**config.mk**
```make
export PLATFORM = sky130hd
export DESIGN_NAME = m_serial_addsub
export DESIGN_NICKNAME = d
export VERILOG_FILES = /design/src/rtl/m_serial_addsub_pkg.sv /design/src/rtl/m_fulladder.sv /design/src/rtl/m_serial_addsub.sv
export SDC_FILE = /design/constraint.sdc
export NUM_CORES = 1
export LEC_CHECK = 0
export ABC_CLOCK_PERIOD_IN_PS = 1340
export CORE_UTILIZATION = 30
export DETAILED_ROUTE_END_ITERATION = 10
export GPL_ROUTABILITY_DRIVEN = 0
export GPL_TIMING_DRIVEN = 1
export HOLD_SLACK_MARGIN = 0.05
export RECOVER_POWER = 100
export SKIP_CTS_REPAIR_TIMING = 1
export SYNTH_ARGS = -nofsm -noshare
export SYNTH_HDL_FRONTEND = slang
export SYNTH_SLANG_ARGS = --single-unit
```
**constraint.sdc**
```tcl
create_clock -name clk -period 1.34 [get_ports clk]
set_input_delay 0.268 -clock clk [delete_from_list [all_inputs] [get_ports clk]]
set_output_delay 0.268 -clock clk [all_outputs]
set_load 0.02 [all_outputs]
```
**src/rtl/m_serial_addsub_pkg.sv**
```systemverilog
// Shared definitions for the bit-serial adder/subtractor: state encoding and default width.
package m_serial_addsub_pkg;

  localparam int DEFAULT_WIDTH = 4;

  localparam logic [1:0] S_IDLE = 2'd0;
  localparam logic [1:0] S_RUN  = 2'd1;
  localparam logic [1:0] S_DONE = 2'd2;

  typedef enum logic [1:0] {
    ST_IDLE = S_IDLE,
    ST_RUN  = S_RUN,
    ST_DONE = S_DONE
  } state_t;

endpackage

```
**src/rtl/m_fulladder.sv**
```systemverilog
// One-bit full adder cell, reused as the datapath of the serial adder.
module m_fulladder (
  input  logic A,
  input  logic B,
  input  logic Cin,
  output logic S,
  output logic Cout
);

  assign S    = A ^ B ^ Cin;
  assign Cout = (A & B) | (Cin & (A ^ B));

endmodule

```
**src/rtl/m_serial_addsub.sv**
```systemverilog
// Bit-serial adder/subtractor: one full-adder cell consumes one operand bit per clock, LSB first.
module m_serial_addsub
  import m_serial_addsub_pkg::*;
#(
  parameter int WIDTH = DEFAULT_WIDTH
) (
  input  logic             clk,
  input  logic             rst_n,
  input  logic             start,
  input  logic             sub,
  input  logic [WIDTH-1:0] a,
  input  logic [WIDTH-1:0] b,
  output logic             busy,
  output logic             done,
  output logic [WIDTH-1:0] result,
  output logic             cout,
  output logic             ovf
);

  localparam int CW = (WIDTH > 1) ? $clog2(WIDTH) : 1;
  localparam logic [CW-1:0] LAST_BIT = CW'(WIDTH - 1);

  state_t           r_state;
  logic [WIDTH-1:0] r_opa;
  logic [WIDTH-1:0] r_opb;
  logic [WIDTH-1:0] r_sh;
  logic [WIDTH-1:0] r_result;
  logic [CW-1:0]    r_cnt;
  logic             r_carry;
  logic             r_done;
  logic             r_cout;
  logic             r_ovf;

  logic w_s;
  logic w_c;

  m_fulladder u_cell (
    .A    (r_opa[0]),
    .B    (r_opb[0]),
    .Cin  (r_carry),
    .S    (w_s),
    .Cout (w_c)
  );

  always_ff @(posedge clk or negedge rst_n) begin
    if (!rst_n) begin
      r_state  <= ST_IDLE;
      r_opa    <= '0;
      r_opb    <= '0;
      r_sh     <= '0;
      r_result <= '0;
      r_cnt    <= '0;
      r_carry  <= 1'b0;
      r_done   <= 1'b0;
      r_cout   <= 1'b0;
      r_ovf    <= 1'b0;
    end else begin
      r_done <= 1'b0;
      case (r_state)
        ST_IDLE: begin
          if (start) begin
            // Subtraction is A + ~B + 1: invert B here and seed the carry with 1.
            r_opa   <= a;
            r_opb   <= sub ? ~b : b;
            r_carry <= sub;
            r_cnt   <= '0;
            r_sh    <= '0;
            r_state <= ST_RUN;
          end
        end
        ST_RUN: begin
          r_sh    <= {w_s, r_sh[WIDTH-1:1]};
          r_carry <= w_c;
          r_opa   <= r_opa >> 1;
          r_opb   <= r_opb >> 1;
          if (r_cnt == LAST_BIT) begin
            // r_carry still holds the carry into the MSB cell on this edge.
            r_result <= {w_s, r_sh[WIDTH-1:1]};
            r_cout   <= w_c;
            r_ovf    <= r_carry ^ w_c;
            r_done   <= 1'b1;
            r_state  <= ST_DONE;
          end else begin
            r_cnt <= r_cnt + CW'(1);
          end
        end
        ST_DONE: r_state <= ST_IDLE;
        default: r_state <= ST_IDLE;
      endcase
    end
  end

  assign busy   = (r_state != ST_IDLE);
  assign done   = r_done;
  assign result = r_result;
  assign cout   = r_cout;
  assign ovf    = r_ovf;

endmodule

```
==> results.py, run 1 <==
metrics = {
    "synthesis": {
        "synth_ff_type": "dfrtp_1",
        "syn_nets": 102,
        "synth_top_family_by_area": "compound AO/OA/AOI/OAI gates",
        "ys_seq_elements": 23,
        "synth_common_cells": "23 x dfrtp_1, 10 x nand2_1, 6 x a22o_1, 6 x o21ai_1",
        "synth_compound_area_share_pct": 16.0,
        "yosys_warnings": 0,
        "synth-edff-count": 0,
        "synth_cells": 88,
        "synthArstFlopShare_pct": 100,
        "ys_types": 26,
        "synthSimpleGateAreaFrac_pct": 11.1,
        "synthesis.area_sq_mm": 0.00107,
        "yosysMostFrequentCell": "dfrtp_1",
        "synth_top_area_cell": "dfrtp_1",
        "synth_top_cell_area_share_pct": 53.7,
        "synthXorXnorAreaFrac_pct": 4.08,
        "syn_avg_cell_area_sq_um": 12.2,
        "netlist_top_cells_area": "dfrtp_1 54%, mux2_4 7.0%, a22o_1 4.9%, xnor2_1 4.1%, nand2_1 3.5%",
        "yosys.area_share.adder_pct": 3.03,
        "yosysSeqAreaShare_pct": 53.7,
        "muxShareOfSynthArea_pct": 8.05,
    },
    "die": {
        "fp-row-count": 21,
        "ios": 20,
        "core_sq_mm": 0.00339,
        "die_h_um": 61.8,
        "fp.dieW_um": 61.8,
        "start_util_pct": 31.6,
        "fp.dieArea_sq_mm": 0.00382,
    },
    "hold_path": {
        "hp-class": "in2async",
    },
    "detailed_routing": {
        "drt-initial-drc-count": 20,
        "drc_errors": 0,
        "viasPerCell": 4.57,
        "routed_wl_um": 2120,
        "antenna_left": 0,
        "dr.pass1.iters": 4,
        "dr_total_vias": 727,
        "wl_per_cell_um": 13.3,
    },
    "clocking": {
        "clk_pin_slew_worst_paths_ns": 0.12,
        "cts_tree": "done",
        "cts.sinks": 23,
        "cts-root-buf": "clkbuf_4",
        "clockBufferDepth": 2,
        "clk_latency_ns": 0.31,
        "htreeDepth": 1,
        "cts_inserted_buffers": 3,
    },
    "cells_and_area": {
        "post-route-util_pct": 39.4,
        "fin_cells": 159,
        "fin_nets": 128,
        "final_area_sq_mm": 0.00134,
        "n_antenna_cell": 0,
        "drive_gt1_share_pct": 20.4,
        "layout-area-overhead-vs-synth_pct": 24.6,
    },
    "worst_setup_path": {
        "r2r_cells": 3,
        "start_kind": "flip-flop",
        "r2r_setup_slack_ns": 0.03,
        "critPathSlowestCell": "dfrtp_1",
        "path_class": "reg2out",
        "crit_start": "r_state[1]",
        "crit_path_end_kind": "output pin",
        "endpoint": "busy",
        "worstPathMaxFanout": 2,
        "reg2reg_from": "r_state[1]",
        "reg2reg_to": "result[3]",
        "required_ns": 1.07,
        "slowest_delay_ns": 0.45,
        "crit_arrival_ns": 1.07,
        "path_cells": "nor2_4 > inv_1 > clkbuf_2",
    },
    "sta": {
        "period_share_pct": 100,
        "holdWs_ns": 0.457,
        "max_slew_margin_pct": 63.1,
        "rsz0062_at_grt": "true",
        "period_needed_ns": 1.34,
        "tightest_slew_ns": 0.553,
        "setup_viol": 0,
        "hold_violations": 0,
        "clock_skew_ns": 0.00172,
        "fmax_mhz": 747,
        "maxSlewViolCount": 0,
    },
    "global_routing": {
        "grt_overflow": 0,
        "grt_pass1_wl_um": 3350,
        "grt_usage_pct": 12.4,
        "grt_max_degree": 24,
        "antenna_found_initial": 0,
        "grt_pass1_vias": 694,
    },
    "placed_design": {
        "place_inst": 153,
        "dp.final_hpwl_um": 1460,
        "dpl_cell_area_sq_mm": 0.00133,
        "numPortBuffers": 19,
    },
    "power_and_ir_drop": {
        "comb_power_share_pct": 47.1,
        "power.density_mw_per_mm2": 2100,
        "p_total_mw": 2.81,
        "seqPwrFrac_pct": 41.5,
        "sw_frac_of_total_pct": 38.5,
        "p_switching_mw": 1.08,
        "max-vdd-ir-drop_uv": 1250,
        "leakage_nw": 0.613,
        "pwr-share-clk_pct": 11.4,
        "p_int_mw": 1.73,
    },
    "run_status": {
        "status": "finished clean",
    },
    "flow_run": {
        "drv_cap": 0,
    },
}
## sequential cells by signal, indices dropped and copies added (netlist names)
signal	flops
r_opa	4
result	4
r_cnt	2
r_opb	4
r_carry	1
done	1
r_state	2
ovf	1
r_sh	3
cout	1
## layout by cell type (no fill, tap or decap)
master,Yosys,final
dfrtp_1,23,23
nand2_1,10,10
clkdlybuf4s50_1,0,10
clkbuf_1,1,7
a22o_1,6,6
o21ai_1,6,6
mux2_4,5,5
xnor2_1,5,5
inv_1,4,4
clkbuf_4,0,4
buf_4,2,4
nor2_1,3,3
a22oi_1,3,3
o211ai_1,3,3
a21oi_1,2,2
nand3b_1,2,2
clkbuf_2,0,2
nor2_4,1,1
nand3b_4,1,1
nor2b_2,1,1
o21bai_4,1,1
nor2b_1,1,1
a32o_1,1,1
mux2_2,1,1
and3b_1,1,1
o21ai_0,1,1
fa_1,1,1
ha_4,0,1
clkinv_2,0,1
nand3b_2,0,1
dlygate4sd3_1,0,1
## worst max-delay path, delay by kind of cell, from the launching register on
kind / cells / cell delay (ns)
buf+inv: 2 / 0.18
flops: 1 / 0.45
simple gates: 1 / 0.12
## worst min-delay path by stage
stage                            to  slack (ns)  cells past startpoint
final                     result[0]        0.46                      2
after CTS                 result[0]        0.31                      2
after global routing      result[0]        0.52                      2
after detailed placement   r_opa[1]        0.48                      2
after floorplan                cout       -0.03                      0
after global placement          ovf        0.47                      2
## layer usage
layer  wire length [um]  GRT usage (%)
met1                990           15.9
met2                990           20.0
met3                106           3.73
met4                 27           3.81
met5                  0              0
## final cells by class
type / instances / area (sq um)
inverter: 4 / 15.0
multi-input combinational: 57 / 477
clock buffer: 3 / 22.5
timing repair buffer: 25 / 184
fill: 345 / 2050
sequential: 23 / 576
tap: 46 / 57.6
clock inverter: 1 / 5.00
## per-stage QoR
stage,setup TNS [ns],worst slack (ns)
floorplan,0,0.0637
global placement,-0.578,-0.0703
detailed placement,-1.07,-0.112
CTS,-1.95,-0.402
global route,-0.120,-0.0545
finish,0,0.000516
## power groups by stage
| stage | sequential (mW) | clock, mW | combinational (mW) |
|---|---|---|---|
| after detailed placement | 1.17 | 0 | 1.39 |
| after CTS | 1.16 | 0.332 | 1.39 |
| after global routing | 1.21 | 0.359 | 1.46 |
| final | 1.17 | 0.320 | 1.32 |
| after floorplan | 1.22 | 0 | 0.888 |
| after global placement | 1.15 | 0 | 1.35 |
## logic make-up after synthesis
group           count (synthesis)
compound gates                 23
xor+xnor                        5
fa+ha+maj                       2
buf+inv                         9
flops                          23
mux                             6
simple gates                   20
(Power assumes the default switching activity.)
==> run 2, diff against run 1 <==
--- a/config.mk
+++ b/config.mk
@@ -8,11 +8,13 @@
 export ABC_CLOCK_PERIOD_IN_PS = 1340
 export CORE_UTILIZATION = 30
 export DETAILED_ROUTE_END_ITERATION = 10
+export DONT_BUFFER_PORTS = 1
 export GPL_ROUTABILITY_DRIVEN = 0
 export GPL_TIMING_DRIVEN = 1
 export HOLD_SLACK_MARGIN = 0.05
 export RECOVER_POWER = 100
 export SKIP_CTS_REPAIR_TIMING = 1
+export SKIP_LAST_GASP = 1
 export SYNTH_ARGS = -nofsm -noshare
 export SYNTH_HDL_FRONTEND = slang
 export SYNTH_SLANG_ARGS = --single-unit
==> run 2 against run 1 <==
Against the previous run: the flow now finishes with violations (negative setup slack); worst setup slack got worse by 0.0085 ns; critical endpoint unchanged; via count decreased by 4.8%; hold slack got worse by 0.34 ns; largest power group is now sequential cells; highest routed layer unchanged; power decreased by 1.2%.
==> results.py, run 2 (same netlist as run 1, synthesis figures left out) <==
metrics = {
    "clocking": {
        "clockBufferDepth": 2,
        "cts-root-buf": "clkbuf_4",
        "cts_inserted_buffers": 3,
        "htreeDepth": 1,
        "cts.sinks": 23,
        "clk_latency_ns": 0.31,
        "clk_pin_slew_worst_paths_ns": 0.13,
        "cts_tree": "done",
    },
    "worst_setup_path": {
        "cp.depth": 3,
        "crit_arrival_ns": 1.08,
        "r2r_cells": 3,
        "slowest_delay_ns": 0.46,
        "cp_top_family": "flip-flops",
        "worstPathMaxFanout": 5,
        "crit_path_end_kind": "output pin",
        "required_ns": 1.07,
        "path_cells": "buf_6 > nor2_4 > inv_2",
        "path_class": "reg2out",
        "critPathSlowestCell": "dfrtp_2",
        "crit_buf_inv": 2,
        "start_kind": "flip-flop",
    },
    "global_routing": {
        "grt_pass1_wl_um": 3130,
        "grt_pass1_vias": 682,
        "antenna_found_initial": 0,
        "grt_max_degree": 24,
        "grt_usage_pct": 11.6,
        "grt_overflow": 0,
    },
    "die": {
        "core_sq_mm": 0.00339,
        "fp-row-count": 21,
        "fp.dieArea_sq_mm": 0.00382,
        "start_util_pct": 31.6,
        "ios": 20,
        "die_h_um": 61.8,
        "fp.dieW_um": 61.8,
    },
    "detailed_routing": {
        "drt-initial-drc-count": 33,
        "dr_total_vias": 692,
        "wl_per_cell_um": 13.5,
        "viasPerCell": 4.77,
        "antenna_left": 0,
        "dr.pass1.iters": 4,
        "drc_errors": 0,
        "routed_wl_um": 1960,
    },
    "sta": {
        "finalWorstSetupSlack_ns": -0.00801,
        "fin_setup_tns_ns": -0.00801,
        "hold_violations": 0,
        "maxSlewViolCount": 0,
        "max_slew_margin_pct": 62.1,
        "holdWs_ns": 0.116,
        "clock_skew_ns": 0.000354,
        "rsz0062_at_grt": "true",
        "tightest_slew_ns": 0.569,
        "setup_viol": 1,
        "fmax_mhz": 742,
        "period_share_pct": 101,
        "period_needed_ns": 1.35,
    },
    "placed_design": {
        "numPortBuffers": 0,
        "dp_slack_ns": 0.0152,
        "place_inst": 131,
        "dp.final_hpwl_um": 1350,
        "dpl_cell_area_sq_mm": 0.00112,
    },
    "power_and_ir_drop": {
        "comb_power_share_pct": 42.9,
        "p_switching_mw": 1.03,
        "leakage_nw": 0.580,
        "pwr-share-clk_pct": 11.7,
        "max-vdd-ir-drop_uv": 913,
        "p_int_mw": 1.75,
        "power.density_mw_per_mm2": 2260,
        "sw_frac_of_total_pct": 37.0,
        "seqPwrFrac_pct": 45.5,
    },
    "hold_path": {
        "hp-class": "in2reg",
        "min_delay_path_depth": 1,
    },
    "cells_and_area": {
        "final_common_cell": "dfrtp_1",
        "final_area_sq_mm": 0.00123,
        "layout-area-overhead-vs-synth_pct": 14.5,
        "drive_gt1_share_pct": 29.3,
        "fin_cells": 145,
        "fin_nets": 114,
        "n_antenna_cell": 0,
        "final_cell_mix": "21 x dfrtp_1, 10 x nand2_1, 9 x buf_4, 6 x a22o_1",
        "n_fill_cell": 344,
    },
    "run_status": {
        "failed_checks": "negative setup slack",
        "status": "finished with violations",
    },
    "flow_run": {
        "drv_cap": 0,
    },
}
run 2: layout make-up:
type / count / area, sq um / share of cell area, %
Clock buffer: 3 / 22.5 / 1.83
Clock inverter: 1 / 5.00 / 0.408
Sequential cell: 23 / 578 / 47.1
Timing Repair Buffer: 12 / 93.8 / 7.65
Inverter: 4 / 15.0 / 1.22
Multi-Input combinational cell: 56 / 455 / 37.1
Tap cell: 46 / 57.6 / 4.69
run 2: path summary, 6_finish.rpt:
kind | from | to | slack (ns)
max in group asynchronous | rst_n | r_state[1] | 0.47
min in group asynchronous | rst_n | result[1] | 0.46
min reg2reg | r_opa[2] | r_opa[2] | 0.51
min | start | r_opa[3] | 0.12
max reg2reg | r_cnt[1] | result[1] | 0.04
max | r_state[0] | busy | -0.008
run 2: per-stage QoR:
step / total power, mW / util, %
floorplan: 2.10 / -
global placement: 2.22 / 32.9
detailed placement: 2.27 / 32.9
CTS: 2.61 / 33.7
global route: 3.02 / 36.2
finish: 2.78 / 36.2
run 2: routing by layer:
layer / GRT usage, % / part of all wire (%) / up-vias
met5: 0 / 0 / -
met4: 3.81 / 1.2 / 0
met3: 4.14 / 5.3 / 5
met2: 19.0 / 47 / 20
met1: 14.2 / 46 / 340
li1: - / - / 327
run 2: power by group through the flow:
| stage | combinational (mW) | sequential (mW) | clock, mW |
|---|---|---|---|
| floorplan | 0.888 | 1.22 | 0 |
| global placement | 0.912 | 1.31 | 0 |
| detailed placement | 0.949 | 1.32 | 0 |
| CTS | 0.954 | 1.31 | 0.347 |
| global route | 1.34 | 1.31 | 0.372 |
| finish | 1.19 | 1.26 | 0.324 |
==> run 3, diff against run 2 <==
--- a/config.mk
+++ b/config.mk
@@ -5,7 +5,7 @@
 export SDC_FILE = /design/constraint.sdc
 export NUM_CORES = 1
 export LEC_CHECK = 0
-export ABC_CLOCK_PERIOD_IN_PS = 1340
+export CORE_ASPECT_RATIO = 0.8
 export CORE_UTILIZATION = 30
 export DETAILED_ROUTE_END_ITERATION = 10
 export DONT_BUFFER_PORTS = 1
==> run 3 against run 2 <==
Against the previous run: the run now ends clean; non-clock buffer count decreased by 1; sequential power barely moved; worst setup slack improved by 0.023 ns; first-iteration DRC count decreased by 61%; die area about the same; register-to-register slack about the same; via count down 1.0%; core utilization increased by 0.67 points; largest cell class unchanged.
==> results.py, run 3 (same netlist as run 1, synthesis figures left out) <==
metrics = {
    "placed_design": {
        "numPortBuffers": 0,
        "dp.final_hpwl_um": 1340,
        "place_inst": 129,
    },
    "clocking": {
        "cts.sinks": 23,
        "clk_pin_slew_worst_paths_ns": 0.08,
        "htreeDepth": 1,
        "cts_tree": "done",
        "cts_inserted_buffers": 3,
        "cts-root-buf": "clkbuf_8",
        "clockBufferDepth": 2,
        "clk_latency_ns": 0.27,
    },
    "detailed_routing": {
        "viasPerCell": 4.89,
        "antenna_left": 0,
        "drt-initial-drc-count": 13,
        "routed_wl_um": 1980,
        "dr_total_vias": 685,
        "wl_per_cell_um": 14.2,
        "drc_errors": 0,
        "dr.pass1.iters": 4,
    },
    "cells_and_area": {
        "fin_nets": 113,
        "multi_input_area_sq_um": 458,
        "drive_gt1_share_pct": 29.6,
        "final_common_cell": "dfrtp_1",
        "n_antenna_cell": 0,
        "final_cell_mix": "21 x dfrtp_1, 10 x nand2_1, 7 x buf_4, 6 x a22o_1, 6 x o21ai_1",
        "layout-area-overhead-vs-synth_pct": 17.7,
        "regArea_sq_um": 578,
        "n_fill_cell": 355,
        "fin_cells": 140,
    },
    "worst_setup_path": {
        "endpoint": "busy",
        "worstPathMaxFanout": 6,
        "reg2reg_to": "result[3]",
        "crit_arrival_ns": 1.06,
        "crit_path_end_kind": "output pin",
        "path_class": "reg2out",
        "reg2reg_from": "r_carry",
        "required_ns": 1.07,
        "r2r_cells": 2,
        "r2r_setup_slack_ns": 0.05,
        "crit_start": "r_state[1]",
        "start_kind": "flip-flop",
    },
    "sta": {
        "max_slew_margin_pct": 62.6,
        "period_needed_ns": 1.32,
        "maxSlewViolCount": 0,
        "hold_violations": 0,
        "clock_skew_ns": 0.00580,
        "fmax_mhz": 755,
        "rsz0062_at_grt": "true",
        "tightest_slew_ns": 0.561,
        "holdWs_ns": 0.161,
        "setup_viol": 0,
        "period_share_pct": 98.9,
    },
    "global_routing": {
        "grt_usage_pct": 12.1,
        "grt_pass1_vias": 664,
        "grt_pass1_wl_um": 3300,
        "grt_max_degree": 24,
        "grt_overflow": 0,
        "antenna_found_initial": 0,
    },
    "die": {
        "start_util_pct": 31.3,
        "core_sq_mm": 0.00342,
        "fp.dieArea_sq_mm": 0.00382,
        "ios": 20,
        "die_h_um": 55.5,
        "fp.dieW_um": 68.8,
        "fp-row-count": 19,
    },
    "power_and_ir_drop": {
        "leakage_nw": 0.593,
        "power.density_mw_per_mm2": 2350,
        "max-vdd-ir-drop_uv": 791,
    },
    "run_status": {
        "status": "finished clean",
    },
    "hold_path": {
        "min_delay_path_depth": 1,
        "hp-class": "in2reg",
    },
    "flow_run": {
        "drv_cap": 0,
    },
}
-- run 3: cell types whose count changed in the layout (fill, tap and decap cells not counted) --
cell / change
ha_2: +1
buf_6: -1
o21ai_1: +1
o21ai_0: -1
clkbuf_8: +3
clkbuf_16: +1
clkbuf_4: -3
buf_4: -2
buf_12: +1
ha_1: -1
-- run 3: routing by layer --
metal	track usage, %	vias up	wire, um
met5	0	-	0
met4	4.37	0	29
met3	5.99	4	135
met2	16.1	20	837
met1	16.6	332	979
li1	-	329	-
-- run 3: where the power goes --
group / internal, mW / total [mW] / switching, mW
Clock: 0.208 / 0.432 / 0.224
Combinational: 0.715 / 1.25 / 0.538
Sequential: 0.972 / 1.28 / 0.305
Total: 1.90 / 2.96 / 1.07
-- run 3: how the worst min path moves through the flow --
stage / startpoint / endpoint / slack [ns]
after global placement: rst_n / r_opa[3] / -0.03
after CTS: rst_n / r_cnt[1] / -0.33
final: start / r_opa[3] / 0.16
after detailed placement: rst_n / r_opa[2] / -0.03
after floorplan: rst_n / cout / -0.03
after global routing: start / r_opa[3] / 0.15
-- run 3: metrics by stage --
stage | setup WS, ns | setup TNS [ns] | util (%) | area, sq um | total power, mW
2_1_floorplan | 0.0637 | 0 | - | 1070 | 2.10
3_3_place_gp | 0.0508 | 0 | 33.3 | 1140 | 2.30
5_1_grt | -0.0385 | -0.0385 | 36.9 | 1260 | 3.21
6_report | 0.0150 | 0 | 36.9 | 1260 | 2.96
3_5_place_dp | 0.0125 | 0 | 33.3 | 1140 | 2.35
4_1_cts | -0.112 | -0.114 | 34.6 | 1180 | 2.80
-- run 3: worst max-delay path, cell delays in order (launching register included) --
cell and delay [ns]:
dfrtp_2 0.45, buf_4 0.16, nor2_4 0.10, inv_2 0.08
-- run 3: area by class of cell --
cell class,count,share of cell area [%]
Inverter,4,1.19
Clock buffer,3,3.27
Multi-Input combinational cell,56,36.3
Sequential cell,23,45.8
Timing Repair Buffer,11,8.92
Clock inverter,1,0.396
Tap cell,42,4.16
==> edit 1, RTL diff (config.mk and constraints of run 1) <==
Put one more register stage on the output `done`, with the module's reset. The value now appears one clock later. The other outputs are not delayed to match.
--- a/src/rtl/m_serial_addsub.sv
+++ b/src/rtl/m_serial_addsub.sv
@@ -93,3 +93,9 @@
   assign busy   = (r_state != ST_IDLE);
-  assign done   = r_done;
+  always_ff @(posedge clk or negedge rst_n) begin
+    if (!rst_n) begin
+      done <= '0;
+    end else begin
+      done <= r_done;
+    end
+  end
   assign result = r_result;
Check against the original RTL: not equivalent (Yosys sat finds a counterexample within 10 cycles, from zero or initial values and one cycle with rst_n low).
==> edit 1 against run 1 <==
- the run now ends with negative setup slack left
- total power increased by 12%
- sequential cell count rose by 1
- setup slack lost 0.025 ns
- cell area increased by 7.6%
- die area grew 3.8%
- routed wire length grew 4.5%
- clock skew hardly changed
- fmax decreased by 1.8%
- area after synthesis up 4.0%
- sequential power grew 3%
- largest cell class unchanged
==> edit 1: results (changes against run 1) <==
failing checks=negative setup slack; number of design-rule violations left by the first detailed-router iteration=24 (was 20); clock edge transition at the registers on the reported setup and hold paths=0.09 ns (was 0.12 ns); Nets=138 (was 128); top post-synthesis cells by count=sky130_fd_sc_hd__dfrtp_1 (24), sky130_fd_sc_hd__a22oi_1 (9), sky130_fd_sc_hd__o21ai_0 (7) (was sky130_fd_sc_hd__dfrtp_1 (23), sky130_fd_sc_hd__nand2_1 (10), sky130_fd_sc_hd__a22o_1 (6), sky130_fd_sc_hd__o21ai_1 (6)); Seq/Total Area, Yosys=0.539 (was 0.537); outcome=finished with violations (was finished clean); vias per inst=4.92 (was 4.57); number of cells on the worst reg-to-reg path=2 (was 3); wire length of the first global-routing pass=3.82 mm (was 3.35 mm); CP peak stage delay=0.38 ns (was 0.45 ns); cell leakage power=0.667 nW (was 0.613 nW); cell types occupying the most area after synthesis=sky130_fd_sc_hd__dfrtp_1 (54%), sky130_fd_sc_hd__a22oi_1 (6.1%), sky130_fd_sc_hd__mux2_2 (6.1%) (was sky130_fd_sc_hd__dfrtp_1 (54%), sky130_fd_sc_hd__mux2_4 (7.0%), sky130_fd_sc_hd__a22o_1 (4.9%)); hold crit path type=flop to flop (was input pin to async pin); Post-Route Skew=0.00145 ns (was 0.00172 ns); All-Layer GR Usage=0.122 (was 0.124); worst reg2reg path startpoint=r_carry (was r_state[1]); final setup violation count=1 (was 0); proportion of layout cells with a drive suffix above 1=0.187 (was 0.204); setup ws final=-0.0245 ns (was 0.000516 ns); data arrival time of the critical path=1.10 ns (was 1.07 ns); CP startpoint=r_state[0] (was r_state[1]); count of filler cells inserted in the layout=357 (was 345); Worst-Margin Slew=0.594 ns (was 0.553 ns); pin count of the biggest net entering global routing=25 (was 24); number of nets produced by synthesis=111 (was 102); distinct cell type count of the synthesized netlist=25 (was 26); routed wire length per instance=13.1 um (was 13.3 um); clock insertion delay at the later pin of the skew report=0.26 ns (was 0.31 ns)
-- edit 1: changes by cell type after synthesis, sizes merged, moves of 3 or more --
| cell | before | now |
|---|---|---|
| a21oi | 2 | 6 |
| o211ai | 3 | 0 |
| nand2 | 10 | 6 |
| xnor2 | 5 | 1 |
| nor2b | 2 | 6 |
| xor2 | 0 | 4 |
| a22oi | 3 | 9 |
-- edit 1: per-layer routing --
layer / wire length [um] / up-vias / track usage
li1: - / 393 / -
met3: 128 / 2 / 0.0328
met5: 0 / - / 0
met1: 1030 / 408 / 0.168
met4: 10 / 0 / 0.0262
met2: 1040 / 28 / 0.190
-- edit 1: through the flow --
step / cells / worst slack [ns] / hold slack (ns) / area (um^2) / setup TNS (ns)
floorplan: 97 / 0.0608 / -0.0276 / 1110 / 0
CTS: 168 / -0.420 / 0.362 / 1470 / -2.72
global placement: 164 / -0.107 / 0.337 / 1400 / -1.33
global route: 169 / -0.0665 / 0.366 / 1440 / -0.258
detailed placement: 164 / -0.131 / 0.341 / 1400 / -1.57
finish: 169 / -0.0245 / 0.356 / 1440 / -0.0245
-- edit 1: layout make-up --
class | instances | area [um^2] | area share
flip-flops and latches | 24 | 601 | 0.418
multi-input cells | 64 | 494 | 0.344
repair buffers | 28 | 203 | 0.141
well taps | 46 | 57.6 | 0.0400
clock buffers | 3 | 41.3 | 0.0287
clock inverters | 1 | 30.0 | 0.0209
inverters | 3 | 11.3 | 0.00783
-- edit 1: worst register-to-register path, stage by stage, from the launching register on --
cell	delay (ns)
sky130_fd_sc_hd__dfrtp_1	0.41
sky130_fd_sc_hd__fa_1	0.51
sky130_fd_sc_hd__mux2_4	0.28
-- edit 1: logic make-up (layout without fill, tap and decap cells) --
logic type	after synthesis	after routing	synth area share
AND/OR/NAND/NOR	21	21	0.118
multiplexers	7	7	0.0696
adder cells (fa/ha/maj)	2	2	0.0292
flip-flops	24	24	0.539
AO/OA/AOI/OAI	29	29	0.171
buffers and inverters	9	35	0.0348
XOR/XNOR	5	5	0.0393
-- edit 1: worst min path at each step --
| stage | start | to | slack, ns |
|---|---|---|---|
| floorplan | rst_n | cout | -0.03 |
| global placement | r_done | done | 0.34 |
| detailed placement | r_done | done | 0.34 |
| CTS | r_done | done | 0.36 |
| global route | r_done | done | 0.37 |
| finish | r_done | done | 0.36 |
-- edit 1: power breakdown --
| group | total [W] | leakage, nW | switching [W] | internal (W) |
|---|---|---|---|---|
| clock | 0.000634 | 0.0357 | 0.000235 | 0.000399 |
| combinational | 0.00131 | 0.319 | 0.000678 | 0.000632 |
| sequential | 0.00121 | 0.312 | 0.000197 | 0.00101 |
| total | 0.00316 | 0.667 | 0.00111 | 0.00205 |
==> edit 2, RTL diff (flow settings as in run 1) <==
Without the edit above. Change the package constant `DEFAULT_WIDTH` from 4 to 8.
--- a/src/rtl/m_serial_addsub_pkg.sv
+++ b/src/rtl/m_serial_addsub_pkg.sv
@@ -3,3 +3,3 @@
 
-  localparam int DEFAULT_WIDTH = 4;
+  localparam int DEFAULT_WIDTH = 8;
 
Interface: changed (resized a, b and result); port bits go from 20 to 32. The function was not compared with the original's and may differ.
==> edit 2 against run 1 <==
- the flow now finishes with violations (negative setup slack)
- area after synthesis grew 64%
- synthesized cell count is 65% higher
- setup slack got worse by 0.17 ns
- sequential cell count up 17
- routed wire length increased by 68%
- die area increased by 61%
- total power is 90% higher
- cell area grew 83%
- largest cell class unchanged
==> edit 2: results (changes against run 1) <==
DR WL met3=129 um (was 106 um); clock distribution power=0.000962 W (was 0.000320 W); internal power of the cells=0.00353 W (was 0.00173 W); failing checks=negative setup slack; data arrival time of the critical path=1.69 ns (was 1.07 ns); All-Layer GR Usage=0.126 (was 0.124); number of nets produced by synthesis=168 (was 102); final setup violation count=11 (was 0); outcome=finished with violations (was finished clean); Post-Place Cells=261 (was 153); worst reg2reg path startpoint=r_cnt[0] (was r_state[1]); proportion of layout cells with a drive suffix above 1=0.256 (was 0.204); buffers added on ports=31 (was 19); number of global-route vias before repair=1190 (was 694); xor and xnor area share after synthesis=0.0449 (was 0.0408); netlist area before placement=0.00175 mm^2 (was 0.00107 mm^2); number of cells on the worst reg-to-reg path=5 (was 3); GR met1 Demand/Resource=0.172 (was 0.159); setup ws final=-0.172 ns (was 0.000516 ns); switching fraction of total power=0.337 (was 0.385); final standard cell area without fillers=0.00245 mm^2 (was 0.00134 mm^2); share of cell area taken by multi-input logic gates=0.301 (was 0.357); DR pass1 iterations=6 (was 4); clock edge transition at the registers on the reported setup and hold paths=0.08 ns (was 0.12 ns); ClkCell Share=0.0440 (was 0.0206)
-- edit 2: cell types whose count changed in the layout (fill, tap and decap cells not counted), moves of 5 or more --
cell,change
sky130_fd_sc_hd__clkbuf_1,+5
sky130_fd_sc_hd__mux2i_1,+8
sky130_fd_sc_hd__buf_4,+15
sky130_fd_sc_hd__dfrtp_1,+17
sky130_fd_sc_hd__nand2_1,+11
sky130_fd_sc_hd__clkdlybuf4s50_1,+8
sky130_fd_sc_hd__o21ai_0,+8
sky130_fd_sc_hd__xor2_1,+8
sky130_fd_sc_hd__clkbuf_8,+5
sky130_fd_sc_hd__a32oi_1,+5
-- edit 2: worst max path at each step --
stage / depth (start not counted) / endpoint / slack (ns) / startpoint
finish: 5 / result[1] / -0.17 / r_cnt[0]
global route: 5 / result[1] / -0.22 / r_cnt[0]
CTS: 2 / busy / -0.46 / r_state[1]
detailed placement: 4 / r_cnt[0] / -0.23 / start
global placement: 5 / r_opb[6] / -0.20 / start
floorplan: 5 / cout / -0.11 / r_cnt[1]
